`src/rtl/bcd_to_bin_seq_pkg.sv`:
```
// rtl/bcd_to_bin_seq_pkg.sv - shared state codes and digit-adjust constants for the BCD-to-binary converter
package bcd_to_bin_seq_pkg;

   typedef enum logic [1:0] {
      ST_IDLE  = 2'd0,
      ST_SHIFT = 2'd1,
      ST_FIN   = 2'd2
   } state_t;

   localparam logic [3:0] BCD_MAX    = 4'd9;
   localparam logic [3:0] ADJ_THRESH = 4'd8;
   localparam logic [3:0] ADJ_SUB    = 4'd3;

endpackage

```
`src/rtl/bcd_digit_adj.sv`:
```
// rtl/bcd_digit_adj.sv - reverse double-dabble digit correction plus non-decimal digit detect
module bcd_digit_adj
   import bcd_to_bin_seq_pkg::*;
(
   input  logic [3:0] din,
   output logic [3:0] dout,
   output logic       invalid
);

   assign dout    = (din >= ADJ_THRESH) ? (din - ADJ_SUB) : din;
   assign invalid = (din > BCD_MAX);

endmodule

```
`src/rtl/bcd_to_bin_seq.sv`:
```
// rtl/bcd_to_bin_seq.sv - sequential BCD-to-binary converter, one reverse double-dabble shift per clock
module bcd_to_bin_seq
   import bcd_to_bin_seq_pkg::*;
#(
   parameter  int DIGITS = 2,
   localparam int BW     = $clog2(10**DIGITS),
   localparam int CW     = $clog2(BW+1)
) (
   input  logic                clk,
   input  logic                rst_n,
   input  logic                start,
   input  logic [4*DIGITS-1:0] bcd_in,
   output logic                busy,
   output logic                done,
   output logic                err,
   output logic [BW-1:0]       bin_out
);

   state_t              state, state_nxt;
   logic [4*DIGITS-1:0] bcd_r, bcd_shr, adj_in, adj_out;
   logic [DIGITS-1:0]   dig_bad;
   logic                any_bad;
   logic [BW-1:0]       bin_r, bin_nxt;
   logic [CW-1:0]       cnt;
   logic                last_shift;

   // The adjusters validate the capture word in IDLE and correct the shifted digits in SHIFT.
   assign adj_in     = (state == ST_IDLE) ? bcd_in : bcd_shr;
   assign bcd_shr    = bcd_r >> 1;
   assign bin_nxt    = {bcd_r[0], bin_r[BW-1:1]};
   assign last_shift = (cnt == CW'(BW-1));
   assign any_bad    = |dig_bad;

   for (genvar i = 0; i < DIGITS; i++) begin : g_adj
      bcd_digit_adj u_adj (
         .din     (adj_in[4*i +: 4]),
         .dout    (adj_out[4*i +: 4]),
         .invalid (dig_bad[i])
      );
   end

   always_ff @(posedge clk or negedge rst_n) begin
      if (!rst_n) state <= ST_IDLE;
      else        state <= state_nxt;
   end

   always_comb begin
      state_nxt = state;
      case (state)
         ST_IDLE:  if (start) state_nxt = any_bad ? ST_FIN : ST_SHIFT;
         ST_SHIFT: if (last_shift) state_nxt = ST_FIN;
         ST_FIN:   state_nxt = ST_IDLE;
         default:  state_nxt = ST_IDLE;
      endcase
   end

   always_comb begin
      busy = (state != ST_IDLE);
   end

   // Result registers load on the edge that enters FIN, so done coincides with the FIN cycle.
   always_ff @(posedge clk or negedge rst_n) begin
      if (!rst_n) begin
         bcd_r   <= '0;
         bin_r   <= '0;
         cnt     <= '0;
         done    <= 1'b0;
         err     <= 1'b0;
         bin_out <= '0;
      end else begin
         done <= 1'b0;
         case (state)
            ST_IDLE: begin
               if (start) begin
                  bcd_r <= bcd_in;
                  bin_r <= '0;
                  cnt   <= '0;
                  if (any_bad) begin
                     done    <= 1'b1;
                     err     <= 1'b1;
                     bin_out <= '0;
                  end
               end
            end
            ST_SHIFT: begin
               bcd_r <= adj_out;
               bin_r <= bin_nxt;
               cnt   <= cnt + CW'(1);
               if (last_shift) begin
                  done    <= 1'b1;
                  err     <= 1'b0;
                  bin_out <= bin_nxt;
               end
            end
            default: ;
         endcase
      end
   end

endmodule

```
`config.mk`:
```
export PLATFORM = sky130hd
export DESIGN_NAME = bcd_to_bin_seq
export DESIGN_NICKNAME = d
export VERILOG_FILES = /design/src/rtl/bcd_to_bin_seq_pkg.sv /design/src/rtl/bcd_digit_adj.sv /design/src/rtl/bcd_to_bin_seq.sv
export SDC_FILE = /design/constraint.sdc
export NUM_CORES = 1
export LEC_CHECK = 0
export ABC_CLOCK_PERIOD_IN_PS = 2280
export BUFFER_PORTS_ARGS = -buffer_cell sky130_fd_sc_hd__buf_2
export CAP_MARGIN = 20
export CORE_UTILIZATION = 50
export CTS_CLUSTER_DIAMETER = 150
export DETAILED_ROUTE_END_ITERATION = 10
export PLACE_DENSITY = 0.74
export SKIP_LAST_GASP = 1
export SLEW_MARGIN = 15
export SYNTH_ARGS = -nofsm -noshare
export SYNTH_HDL_FRONTEND = slang
export SYNTH_SLANG_ARGS = --single-unit
export TNS_END_PERCENT = 100
```
`constraint.sdc`:
```
create_clock -name clk -period 2.28 [get_ports clk]
set_input_delay 0.456 -clock clk [delete_from_list [all_inputs] [get_ports clk]]
set_output_delay 0.456 -clock clk [all_outputs]
set_load 0.01 [all_outputs]
```
Word-level counts from Yosys, hierarchy flattened
Index checks and enable logic that the tools add are counted.
{"block": "totals", "ff_bits": 29, "out_inout_bits": 10}
{"block": "classes", "addsub": 3, "magnitude_cmp": 4, "eq_ne": 5, "n_mux": 25, "reduce_logical": 7}
{"operator": "$mux W7", "n": 4}
{"operator": "$pmux W7 S2", "n": 2}
{"operator": "$mux W8", "n": 2}
{"operator": "$pmux W8 S2", "n": 1}
{"operator": "$ge A4 B4 Y1 const B", "n": 2}
{"operator": "$gt A4 B4 Y1 const B", "n": 2}
{"operator": "$mux W4", "n": 2}
{"operator": "$sub A4 B2 Y4 const B", "n": 2}
{"operator": "$mux W1", "n": 6}
{"operator": "$mux W2", "n": 3}
{"operator": "$ne A2 B2 Y1 const B", "n": 3}
{"operator": "$pmux W3 S2", "n": 1}
{"operator": "$pmux W1 S2", "n": 2}
{"operator": "$pmux W2 S2", "n": 1}
{"operator": "$reduce_and A2 Y1", "n": 2}
{"operator": "$reduce_and A4 Y1", "n": 1}
{"operator": "$reduce_bool A2 Y1", "n": 2}
{"operator": "$add A3 B1 Y3 const B", "n": 1}
{"operator": "$eq A3 B3 Y1 const B", "n": 1}
{"operator": "$mux W3", "n": 1}
{"operator": "$eq A2 B1 Y1 const B", "n": 1}
{"operator": "$logic_not A2 Y1", "n": 1}
{"operator": "$reduce_or A2 Y1", "n": 1}

Longest topological paths before layout
{"block": "depth", "ltp_word": 7, "ltp_mapped": 9, "mapped_depth_nobuf": 8}

Modules after synthesis
A second synthesis with hierarchy kept.
{"block": "unflattened", "hier_cells": 140, "area_unflattened_um2": 1491.4}
{"module": "bcd_to_bin_seq", "n_inst": 1, "cells_each": 112, "area_per_inst_um2": 1291.2, "seq_area_each_um2": 700.7}
{"module": "bcd_digit_adj", "n_inst": 2, "cells_each": 14, "area_per_inst_um2": 100.1, "seq_area_each_um2": 0.0}

Worst setup path after synthesis
OpenSTA, ideal clock, no wires.
{"block": "synth_timing", "kind": "reg-to-reg", "from": "register state[0]", "to": "register err", "setup_ns": 0.065, "arrival_time_ns": 2.275, "required_ns": 2.215, "slack_ns": -0.060, "path_stages_with_launch": 9, "n_path_buf": 1, "cell_sequence": "dfrtp_1 -> buf_2 -> nor2_1 -> mux2_2 -> ha_1 -> or2_2 -> a32o_1 -> a211o_1 -> nand2_1"}
{"block": "synth_via", "elab_chain_len": 6, "word_cells_on_any_way": 12, "cone_classes": "2 x order compare; 4 x eq/ne; 2 x mux; 4 x reduce/logical"}
{"element": "start, declared", "line": "bcd_to_bin_seq.sv:19", "rtl": "state_t state, state_nxt;"}
{"element": "start signal, assigned", "line": "bcd_to_bin_seq.sv:44", "rtl": "else state <= state_nxt;"}
{"element": "$logic_not A2 Y1", "line": "bcd_to_bin_seq.sv:28, bcd_to_bin_seq.sv:72"}
{"element": "$mux W8", "line": "bcd_to_bin_seq.sv:28", "rtl": "assign adj_in = (state == ST_IDLE) ? bcd_in : bcd_shr;"}
{"element": "$gt A4 B4 Y1", "line": "bcd_digit_adj.sv:11", "rtl": "assign invalid = (din > BCD_MAX);"}
{"element": "$reduce_or A2 Y1", "line": "bcd_to_bin_seq.sv:32", "rtl": "assign any_bad = |dig_bad;"}
{"element": "$ne A2 B2 Y1 (no source line)"}
{"element": "$reduce_and A4 Y1 (no source line)"}
{"element": "end signal, assigned", "line": "bcd_to_bin_seq.sv:68", "rtl": "err <= 1'b0;"}
{"element": "end signal, assigned", "line": "bcd_to_bin_seq.sv:80", "rtl": "err <= 1'b1;"}
{"element": "end signal, assigned", "line": "bcd_to_bin_seq.sv:91", "rtl": "err <= 1'b0;"}
{"element": "end, declared", "line": "bcd_to_bin_seq.sv:15", "rtl": "output logic err,"}
Parallel ways exist; a longest one is shown, timed or not.
A chain may end at the register's enable or synchronous reset.

Worst setup path in the final report
{"block": "layout_timing", "from": "register state[1]", "to": "register bin_out[3]"}
{"block": "layout_via", "elab_chain_len": 6, "word_cells_on_any_way": 12, "cone_classes": "2 x order compare; 4 x eq/ne; 2 x mux; 4 x reduce/logical"}
{"element": "$logic_not A2 Y1", "line": "bcd_to_bin_seq.sv:28, bcd_to_bin_seq.sv:72"}
{"element": "$mux W8", "line": "bcd_to_bin_seq.sv:28"}
{"element": "$gt A4 B4 Y1", "line": "bcd_digit_adj.sv:11"}
{"element": "$reduce_or A2 Y1", "line": "bcd_to_bin_seq.sv:32"}
{"element": "$ne A2 B2 Y1 (no source line)"}
{"element": "$reduce_and A4 Y1 (no source line)"}
{"element": "end signal, assigned", "line": "bcd_to_bin_seq.sv:92", "rtl": "bin_out <= bin_nxt;"}
{"element": "end, declared", "line": "bcd_to_bin_seq.sv:16", "rtl": "output logic [BW-1:0] bin_out"}
Parallel ways exist; a longest one is shown, timed or not.

==> results by stage <==
Logic synthesis:
- The sequential share of the synthesized area is 0.497.
- Sorting the synthesized cells by area gives the leading types as dfrtp_1 (50%), a22o_1 (8.7%), ha_1 (5.3%), o21ai_0 (5.3%), nand2_1 (3.2%).
- After synthesis the cells add up to about 1400 um^2.
- The dominant synthesized flop cell is dfrtp_1.
- The count of synthesis-stage warnings from yosys is 0.
- The cell with the most instances after synthesis is dfrtp_1.
- The synthesized instance count is between 100 and 150.
- Sorting the synthesized cells by how often they occur yields dfrtp_1 (28), o21ai_0 (15), a22o_1 (14).
- The share of synthesized area in the top cell type comes to 0.497.
- The synthesized design contains 0 enable-type register cells.
- The number of different library cells in the post-synthesis netlist is 35.
- The share of synthesized registers carrying an async set or reset is 1.00.
- The total nets after synthesis is 153.
- The biggest area contributor in the post-synthesis netlist is dfrtp_1.
- Each instance of the synthesized netlist takes up on average a little over 10 um^2.
- In this run, synthesis produced a sequential element count of 28.

Placed design:
- Detailed placement finished with a half-perimeter wire length of roughly 2200 um.
- The count of port buffers added during placement is 20.
- The routability-driven placement congestion ratio is between 0.7 and 0.8.

Routing:
- The pre-antenna-repair detailed-routing pass consisted of 4 iterations.
- The average via count per standard cell is about 6.0.
- Dividing the detail-routed wire length by the instance count gives between 15 and 20 um.
- The total number of vias is between 1000 and 1500.
- For this block, the initial DRC count from the detailed router was 22.
- The final antenna-violating net count is 0.
- The total wire length after detailed routing is 3030 um.
- The number of design rule violations left after detail routing is 0.

Finish:
- Relative to the synthesized area, the layout overhead comes to 13.2%.
- The final layout contains roughly 180 nets.
- Of the cells placed in the final design, the portion with a size suffix greater than 1 is 0.223.
- The number of diodes is 0.
- The filler cells instantiated in the layout total 220.
- The utilization after layout is 0.622.

Clock network:
- Once the clock tree was built, the setup fixing pass inserted 0 buffers.
- The clock-pin slew on the worst setup and hold paths is around 0.16 ns.
- The clock drives 28 sinks.
- The buffer depth of the longest clock path is 2.
- The CTS buffer count is 3.
- The count of hold-fix buffers inserted at cts is 0.
- TritonCTS built the clock tree.
- The clock tree root buffer cell is clkbuf_4.
- In this run the number of H-tree levels came out at 1.
- The worst-skew pair later-pin latency is approximately 0.34 ns.
- The post-cts gate resize count is 0.

STA:
- The share of the cycle needed by the critical path after routing is 0.925.
- Setup repair after global routing left no endpoint under its margin.
- Subtracting the final worst setup slack from the clock period gives 2.11 ns.
- The number of max-slew violations in the final report is 0.
- Setup violations remaining at the end of the flow were counted as 0.
- The number of hold violations in the final report came to 0.
- The final setup skew is roughly 0.014 ns.
- The worst pin sits at a relative slew slack of 0.595.
- The actual transition at the worst max-transition pin is about 0.61 ns.
- Based on the critical path, the design can be clocked at up to ~470 MHz.
- The setup TNS is 0 ns.

Global route:
- The number of antenna violations at the first check in global routing was 0.
- Across every metal layer, demand over resource in global routing totals 0.235.
- Entering global routing, the biggest net connects 29 pins.
- The wire length of the first global-routing pass is about 5000 um.
- The number of global-route vias before repair is around 1100.
- The total overflow left after global routing is 0.

Floorplanning:
- The placeable core region is around 2600 um^2.
- The floorplan die height is 55.1 um.
- For this design the top-level I/O count stands at 21.
- The initial core utilization is 0.549.
- The chip width is around 55 um.
- The full die area is ~3000 um^2.
- The floorplan row count is 18.

Power and ir drop:
- The leakage power of the design is 0.792 nW.
- IR analysis of the VDD net gives a maximum drop of 0.836 mV.
- Power spread over the standard cell area amounts to 1440 nW/um^2.

Critical path:
- The launching point of the worst reg2reg path is state[1].
- The worst setup path is of the register to register kind.
- The critical path goes through nor2_2, buf_4, mux2i_1, ha_1, or2_2, nand3_1, a21oi_2, a22o_1.
- The number of buffer and inverter stages on the critical path is 1.
- Data arrives at the worst endpoint at roughly 2.4 ns.
- The data required time at the worst endpoint is about 2.6 ns.
- In this run the worst setup path begins at state[1].
- The delay of the slowest cell on the worst path is ~0.42 ns.
- The slowest cell on the critical path is dfrtp_1.
- In this run the worst path has a maximum fanout of 9.
- The kind of capture point of the worst setup path is a register.
- The worst setup path is launched from a register.
- The kind of cell adding the most delay to the critical path is compound AO/OA/AOI/OAI gates.

Job:
- Max-cap violations in this run came to 0.

Worst hold path:
- In this run the worst hold path is classified as input pin to async pin.

Run status:
- The flow ran to the end, and the final reports show no timing, DRC or antenna violations.
layer usage:
layer | vias to the layer above | share of wire | global-route usage
met1 | 533 | 0.44 | 0.315
li1 | 538 | - | -
met2 | 49 | 0.48 | 0.373
met5 | - | 0 | 0
met3 | 6 | 0.067 | 0.0301
met4 | 0 | 0.017 | 0.117
sequential cells by signal, summed over array words and instances, names as in the netlist:
signal and cells:
bcd_r 8, state 2, err 1, bin_out 7
bin_r 6, cnt 3, done 1
final timing paths:
kind                                    to  slack [ns]  cells after the start
worst max register to register  bin_out[3]        0.17                      8
min in group clk                  bcd_r[2]        0.43                      3
worst min register to register  bin_out[0]        0.51                      1
worst min-delay path              bcd_r[5]        0.09                      1
worst max-delay path            bin_out[3]        0.17                      8
max in group asynchronous         bcd_r[7]        1.78                      1
where the power goes:
part	leakage, nW	switching (mW)	internal [mW]	total [mW]
clock network	0.0279	0.152	0.178	0.330
registers	0.361	0.164	0.701	0.865
logic	0.404	0.611	0.492	1.10
metrics by stage:
stage	cells	hold WS, ns	instance area, um^2	worst slack (ns)	power (mW)
2_1_floorplan	136	0.160	1410	0.0537	1.65
3_3_place_gp	183	0.474	1540	0.323	1.91
3_5_place_dp	183	0.471	1540	0.249	1.97
4_1_cts	187	0.116	1600	0.162	2.31
5_1_grt	187	0.155	1600	0.0555	2.48
6_report	187	0.0924	1600	0.171	2.30
cell families (layout without fill, tap and decap cells):
logic type               Yosys count  count (layout)  share of synthesized area
multiplexers                       3               3                     0.0231
flip-flops                        28              28                      0.497
AND/OR/NAND/NOR                   33              33                      0.120
adder cells (fa/ha/maj)            6               6                     0.0532
AO/OA/AOI/OAI                     49              49                      0.248
XOR/XNOR                           2               2                     0.0124
buffers and inverters             15              36                     0.0470
cells in the final DEF, fill, tap and decap left out, types with 2 or more instances in the layout:
master    Yosys  routed
dfrtp_1      28      28
buf_4         0       4
nor2_1        5       4
or2_2         2       2
a21oi_1       4       4
inv_1         8       8
nor2b_1       3       3
and2_1        2       2
o21ai_0      15      15
ha_1          6       6
a32o_1        2       2
a22o_1       14      14
xnor2_1       2       2
mux2_2        2       2
a22oi_1       5       5
clkbuf_4      0       3
nand3_1       4       4
buf_2         2      20
nand2_1      12      12
worst register-to-register path, cell delays in order, from the launching register on:
cell     delay, ns
dfrtp_1       0.42
nor2_2        0.14
buf_4         0.16
mux2i_1       0.32
ha_1          0.21
or2_2         0.12
nand3_1       0.07
a21oi_2       0.39
a22o_1        0.23
cell type report:
type / count / area (um^2) / area share
Sequential cell: 28 / 701 / 0.439
Multi-Input combinational cell: 93 / 646 / 0.404
Timing Repair Buffer: 24 / 130 / 0.0815
Tap cell: 30 / 37.5 / 0.0235
Clock inverter: 1 / 30.0 / 0.0188
Inverter: 8 / 30.0 / 0.0188
Clock buffer: 3 / 22.5 / 0.0141
Power figures use the tool's default switching activity.
